==> src/rtl/cpu_pipe_pkg.sv <==
// Shared MEM/WB pipeline types: occupancy encoding, default widths and the
// registered payload layout used between memory stage and writeback.
package cpu_pipe_pkg;

   localparam int DEF_DATA_W     = 16;
   localparam int DEF_REG_ADDR_W = 3;
   localparam int DEF_NUM_ERR    = 2;

   // Occupancy doubles as the entry count held by the stage.
   typedef enum logic [1:0] {
      OCC_EMPTY = 2'd0,
      OCC_ONE   = 2'd1,
      OCC_FULL  = 2'd2
   } occ_t;

   typedef struct packed {
      logic [DEF_DATA_W-1:0]     mem_data;
      logic [DEF_DATA_W-1:0]     alu_res;
      logic [DEF_REG_ADDR_W-1:0] write_reg;
      logic                      wr_reg_vld;
      logic                      mem_to_reg;
      logic                      reg_write;
      logic                      mem_read;
      logic                      err;
   } memwb_payload_t;

endpackage

==> src/rtl/pipe_skid_slot.sv <==
// One storage slot of the stage: a payload register plus its valid bit.
// clear has priority over load; clearing leaves the stale payload in place.
module pipe_skid_slot #(
   parameter int W = 8
) (
   input  logic         clk,
   input  logic         rst,
   input  logic         load,
   input  logic         clear,
   input  logic [W-1:0] d,
   output logic         valid,
   output logic [W-1:0] q
);

   // Valid/payload register with asynchronous active-low reset to all zeros.
   always_ff @(posedge clk or negedge rst) begin
      if (!rst) begin
         valid <= 1'b0;
         q     <= '0;
      end else if (clear) begin
         valid <= 1'b0;
      end else if (load) begin
         valid <= 1'b1;
         q     <= d;
      end
   end

endmodule

==> src/rtl/memwb_stage_buf.sv <==
// MEM/WB pipeline stage with a head slot and a skid slot.
// Handshake: an entry moves upstream->stage when in_valid & in_ready and
// stage->downstream when out_valid & out_ready, both on the rising edge;
// in_ready depends only on registered state, never on out_ready.
module memwb_stage_buf
   import cpu_pipe_pkg::*;
#(
   parameter int DATA_W     = DEF_DATA_W,
   parameter int REG_ADDR_W = DEF_REG_ADDR_W,
   parameter int NUM_ERR    = DEF_NUM_ERR
) (
   input  logic                  clk,
   input  logic                  rst,
   input  logic                  flush,
   input  logic                  in_valid,
   output logic                  in_ready,
   input  logic [DATA_W-1:0]     mem_data_in,
   input  logic [DATA_W-1:0]     alu_res_in,
   input  logic [REG_ADDR_W-1:0] write_reg_in,
   input  logic                  wr_reg_vld_in,
   input  logic                  mem_to_reg_in,
   input  logic                  reg_write_in,
   input  logic                  mem_read_in,
   input  logic [NUM_ERR-1:0]    err_in,
   output logic                  out_valid,
   input  logic                  out_ready,
   output logic [DATA_W-1:0]     mem_data_out,
   output logic [DATA_W-1:0]     alu_res_out,
   output logic [REG_ADDR_W-1:0] write_reg_out,
   output logic                  wr_reg_vld_out,
   output logic                  mem_to_reg_out,
   output logic                  reg_write_out,
   output logic                  mem_read_out,
   output logic [DATA_W-1:0]     wb_data_out,
   output logic                  err_out,
   output occ_t                  occupancy
);

   typedef struct packed {
      logic [DATA_W-1:0]     mem_data;
      logic [DATA_W-1:0]     alu_res;
      logic [REG_ADDR_W-1:0] write_reg;
      logic                  wr_reg_vld;
      logic                  mem_to_reg;
      logic                  reg_write;
      logic                  mem_read;
      logic                  err;
   } payload_t;

   localparam int PW = $bits(payload_t);

   occ_t     state;
   occ_t     state_nxt;
   payload_t in_pl;
   payload_t head_d;
   payload_t head_q;
   payload_t skid_q;
   logic     head_valid;
   logic     skid_valid;
   logic     head_load;
   logic     head_clr;
   logic     head_from_skid;
   logic     skid_load;
   logic     skid_clr;
   logic     accept;
   logic     pop;

   // Error sources collapse to one flag that travels with the entry.
   assign in_pl = '{
      mem_data:   mem_data_in,
      alu_res:    alu_res_in,
      write_reg:  write_reg_in,
      wr_reg_vld: wr_reg_vld_in,
      mem_to_reg: mem_to_reg_in,
      reg_write:  reg_write_in,
      mem_read:   mem_read_in,
      err:        |err_in
   };

   assign in_ready  = !skid_valid;
   assign out_valid = head_valid;
   assign accept    = in_valid & in_ready;
   assign pop       = out_valid & out_ready;
   assign occupancy = state;

   // Occupancy state register.
   always_ff @(posedge clk or negedge rst) begin
      if (!rst) state <= OCC_EMPTY;
      else      state <= state_nxt;
   end

   // Next occupancy and slot load/clear controls; flush overrides everything.
   always_comb begin
      state_nxt      = state;
      head_load      = 1'b0;
      head_clr       = 1'b0;
      head_from_skid = 1'b0;
      skid_load      = 1'b0;
      skid_clr       = 1'b0;
      if (flush) begin
         state_nxt = OCC_EMPTY;
         head_clr  = 1'b1;
         skid_clr  = 1'b1;
      end else begin
         case (state)
            OCC_EMPTY: begin
               if (accept) begin
                  head_load = 1'b1;
                  state_nxt = OCC_ONE;
               end
            end
            OCC_ONE: begin
               if (accept && pop) begin
                  head_load = 1'b1;
               end else if (pop) begin
                  head_clr  = 1'b1;
                  state_nxt = OCC_EMPTY;
               end else if (accept) begin
                  skid_load = 1'b1;
                  state_nxt = OCC_FULL;
               end
            end
            OCC_FULL: begin
               // in_ready is low here, so only the skid can refill the head.
               if (pop) begin
                  head_load      = 1'b1;
                  head_from_skid = 1'b1;
                  skid_clr       = 1'b1;
                  state_nxt      = OCC_ONE;
               end
            end
            default: begin
               state_nxt = OCC_EMPTY;
               head_clr  = 1'b1;
               skid_clr  = 1'b1;
            end
         endcase
      end
   end

   // Head reload source: the older skid entry when draining, else the input.
   always_comb begin
      head_d = in_pl;
      if (head_from_skid) head_d = skid_q;
   end

   pipe_skid_slot #(.W(PW)) u_head (
      .clk   (clk),
      .rst   (rst),
      .load  (head_load),
      .clear (head_clr),
      .d     (head_d),
      .valid (head_valid),
      .q     (head_q)
   );

   pipe_skid_slot #(.W(PW)) u_skid (
      .clk   (clk),
      .rst   (rst),
      .load  (skid_load),
      .clear (skid_clr),
      .d     (in_pl),
      .valid (skid_valid),
      .q     (skid_q)
   );

   // Bubble gating on control bits; data fields pass through unconditionally.
   always_comb begin
      mem_data_out   = head_q.mem_data;
      alu_res_out    = head_q.alu_res;
      write_reg_out  = head_q.write_reg;
      wr_reg_vld_out = head_q.wr_reg_vld & head_valid;
      mem_to_reg_out = head_q.mem_to_reg & head_valid;
      reg_write_out  = head_q.reg_write  & head_valid;
      mem_read_out   = head_q.mem_read   & head_valid;
      err_out        = head_q.err        & head_valid;
      wb_data_out    = mem_to_reg_out ? head_q.mem_data : head_q.alu_res;
   end

endmodule

==> config.mk <==
export PLATFORM = sky130hd
export DESIGN_NAME = memwb_stage_buf
export DESIGN_NICKNAME = d
export VERILOG_FILES = /design/src/rtl/cpu_pipe_pkg.sv /design/src/rtl/pipe_skid_slot.sv /design/src/rtl/memwb_stage_buf.sv
export SDC_FILE = /design/constraint.sdc
export NUM_CORES = 1
export LEC_CHECK = 0
export CAP_MARGIN = 30
export CORE_MARGIN = 3
export CORE_UTILIZATION = 50
export DETAILED_ROUTE_END_ITERATION = 8
export GPL_TIMING_DRIVEN = 0
export PLACE_DENSITY = 0.8
export REMOVE_ABC_BUFFERS = 1
export SYNTH_ARGS = -nofsm -noshare
export SYNTH_HDL_FRONTEND = slang
export SYNTH_SLANG_ARGS = --single-unit
==> constraint.sdc <==
create_clock -name clk -period 2.5 [get_ports clk]
set_clock_uncertainty 0.1 [all_clocks]
set_input_delay 0.625 -clock clk [delete_from_list [all_inputs] [get_ports clk]]
set_output_delay 0.625 -clock clk [all_outputs]
set_load 0.005 [all_outputs]
==> impl_metrics.ini <==
[worst_setup_path]
path_class = in2reg
worstReg2RegStart = u_head.valid
critPathBufInv = 3
end_kind = flip-flop
arrival_ps = 2530
critical_path.top_delay_family = buffers and inverters
critical_path_required_ps = 2630
r2r_cells = 7
path_cells = clkdlybuf4s50_1 > nor3b_4 > buf_4 > nand3_1 > nor2_4 > buf_4 > mux2_2
startpoint_type = input port
crit_fanout = 13
rr_endpoint = u_head.q[32]
reg2reg_slack_ps = 280
cpMaxStageDelayCell = clkdlybuf4s50_1
path_common_cell = buf_4
cpPeakStageDelay_ps = 520

[run]
max_cap_violations = 0

[finish]
num-fill-cells = 616
final_util = 0.676
nNetsFinal = 435
final_layout_size_suffix_gt1_frac = 0.467
diodes = 0
multi_input_area_um2 = 1930
layout-area-overhead-vs-synth_pct = 28.2
seqCellArea_um2 = 2100

[timing]
relSlewSlack = 0.583
finalMaxSlewViolations = 0
finalWorstSetupSlack_ps = 100
holdWs_ps = 186
rsz0062_at_grt = false
hold_violations = 0
timing.fmax_mhz = 417
setup_tns_ps = 0
period_needed_ps = 2400
setup_violations = 0
worst_pin_slew_ps = 625
period_share = 0.960

[yosys]
yosys_most_used_dff = dfrtp_1
ys_ff_latch = 84
yosysWarnings = 0
synth_common_cells = mux2_2, dfrtp_1, mux2_4
ys_seq_area_frac = 0.476
syn-instance-count = 302
yosysUniqueCellTypes = 29
avgSynthCellArea_um2 = 14.6
synth.most_common_cell = mux2_2
synth_edf_count = 0
netlist.area_leader.share = 0.476
synth_area_um2 = 4420
synthArstFlopShare = 1.00
synthTopCellsByArea = dfrtp_1, mux2_2, mux2_4
yosysTopAreaCell = dfrtp_1

[routing]
drt_drc_violations_left = 0
vias = 2651
drt_first_pass_iters = 4
drt_wl_total_um = 9250
wl_per_cell_um = 18.5
drt-initial-drc-count = 64
routed_via_density = 5.31
antenna_left = 0

[place]
hpwl_um = 6180
dp_slack_ps = -551
globalplace.congestion = 0.757
io_buffers = 105

[floorplanning]
row_count = 33
initial_utilization = 0.527
io_pins = 106
dieArea_um2 = 10000
fp.coreArea_um2 = 8380
die_y_um = 100
die_w_um = 100

[global_route]
grt-ovfl-total = 0
groute.usage.overall = 0.192
antenna_found_initial = 0
grt_max_degree = 47
grt_pass1_vias = 2885
grt_pass1_wl_um = 15000

[worst_hold_path]
hold_path.class = in2async

[clock_tree]
tritoncts = yes
cts_made_buffers = 9
path_clk_slew_ps = 90
worstSkewPairLatency_ps = 340
clockBufferDepth = 2
cts_root_buf = clkbuf_8
cts.sinks = 84
h-tree-depth = 3

[power_and_ir_drop]
finalPower_mw = 5.52
p_leak_nw = 2.41
ir_worst_vdd_v = 0.000486
powerDensity_nw_per_um2 = 974

[run_status]
status = finished clean
area by class of cell:
cell class	instances	share of cell area
Tap cell	105	0.0232
Sequential cell	84	0.371
Inverter	2	0.00133
Multi-Input combinational cell	166	0.341
Timing Repair Buffer	126	0.227
Clock buffer	11	0.0250
Clock inverter	5	0.0108
flip-flops by register name (all words and copies together), names as in the netlist:
name	count
u_skid.valid	1
u_head.q	40
u_skid.q	40
occupancy	2
u_head.valid	1
through the flow:
step                std cells  area (um^2)
floorplan                 252         4020
global placement          462         5200
detailed placement        470         5340
CTS                       497         5640
global route              499         5670
finish                    499         5670
cell usage in the layout, fill, tap and decap left out, types with 2 or more instances in the layout:
cell type        count
dlymetal6s2s_1       2
mux2_4              40
buf_4               13
nor2_1               2
inv_1                2
clkinvlp_4           3
a21oi_1              2
nand3_1              2
mux2_2              96
dlygate4sd2_1       15
buf_12               5
o21bai_1             2
clkbuf_8            10
nand3b_1             2
dfrtp_2              2
clkdlybuf4s50_1     86
dfrtp_1             82
and2_1               4
buf_6                3
cells by family after synthesis:
| kind of cell | count (synthesis) | share of synthesized area |
|---|---|---|
| and+or+nand+nor | 20 | 0.0331 |
| buffers and inverters | 52 | 0.0917 |
| DFF | 84 | 0.476 |
| AOI/OAI and AO/OA | 9 | 0.0167 |
| muxes | 137 | 0.383 |
power breakdown:
group	internal, mW	switching (mW)	total, mW
logic	1.53	0.614	2.14
registers	1.97	0.411	2.39
clock network	0.492	0.497	0.989
layer usage:
metal,wire length (um),track usage,vias to the layer above
met2,4620,0.322,78
met3,486,0.0424,8
met5,0,0,-
met4,78,0.0580,0
li1,-,-,1199
met1,4060,0.249,1366
what timing repair did:
action,in CTS,in global routing
setup endpoints to repair,77,32
pin swaps,4,0
hold buffers,0,0
setup buffers,11,3
resized for setup,22,4
gates cloned,0,0
worst max path at each step:
stage,start,endpoint,depth (start not counted)
global placement,rst,u_skid.q[30],1
finish,in_valid,u_skid.q[8],7
global route,u_head.valid,wb_data_out[0],4
floorplan,out_ready,u_head.q[0],4
detailed placement,in_valid,u_head.q[15],7
CTS,u_head.valid,wb_data_out[2],5
Note: power is estimated with default switching activity, not from simulation.
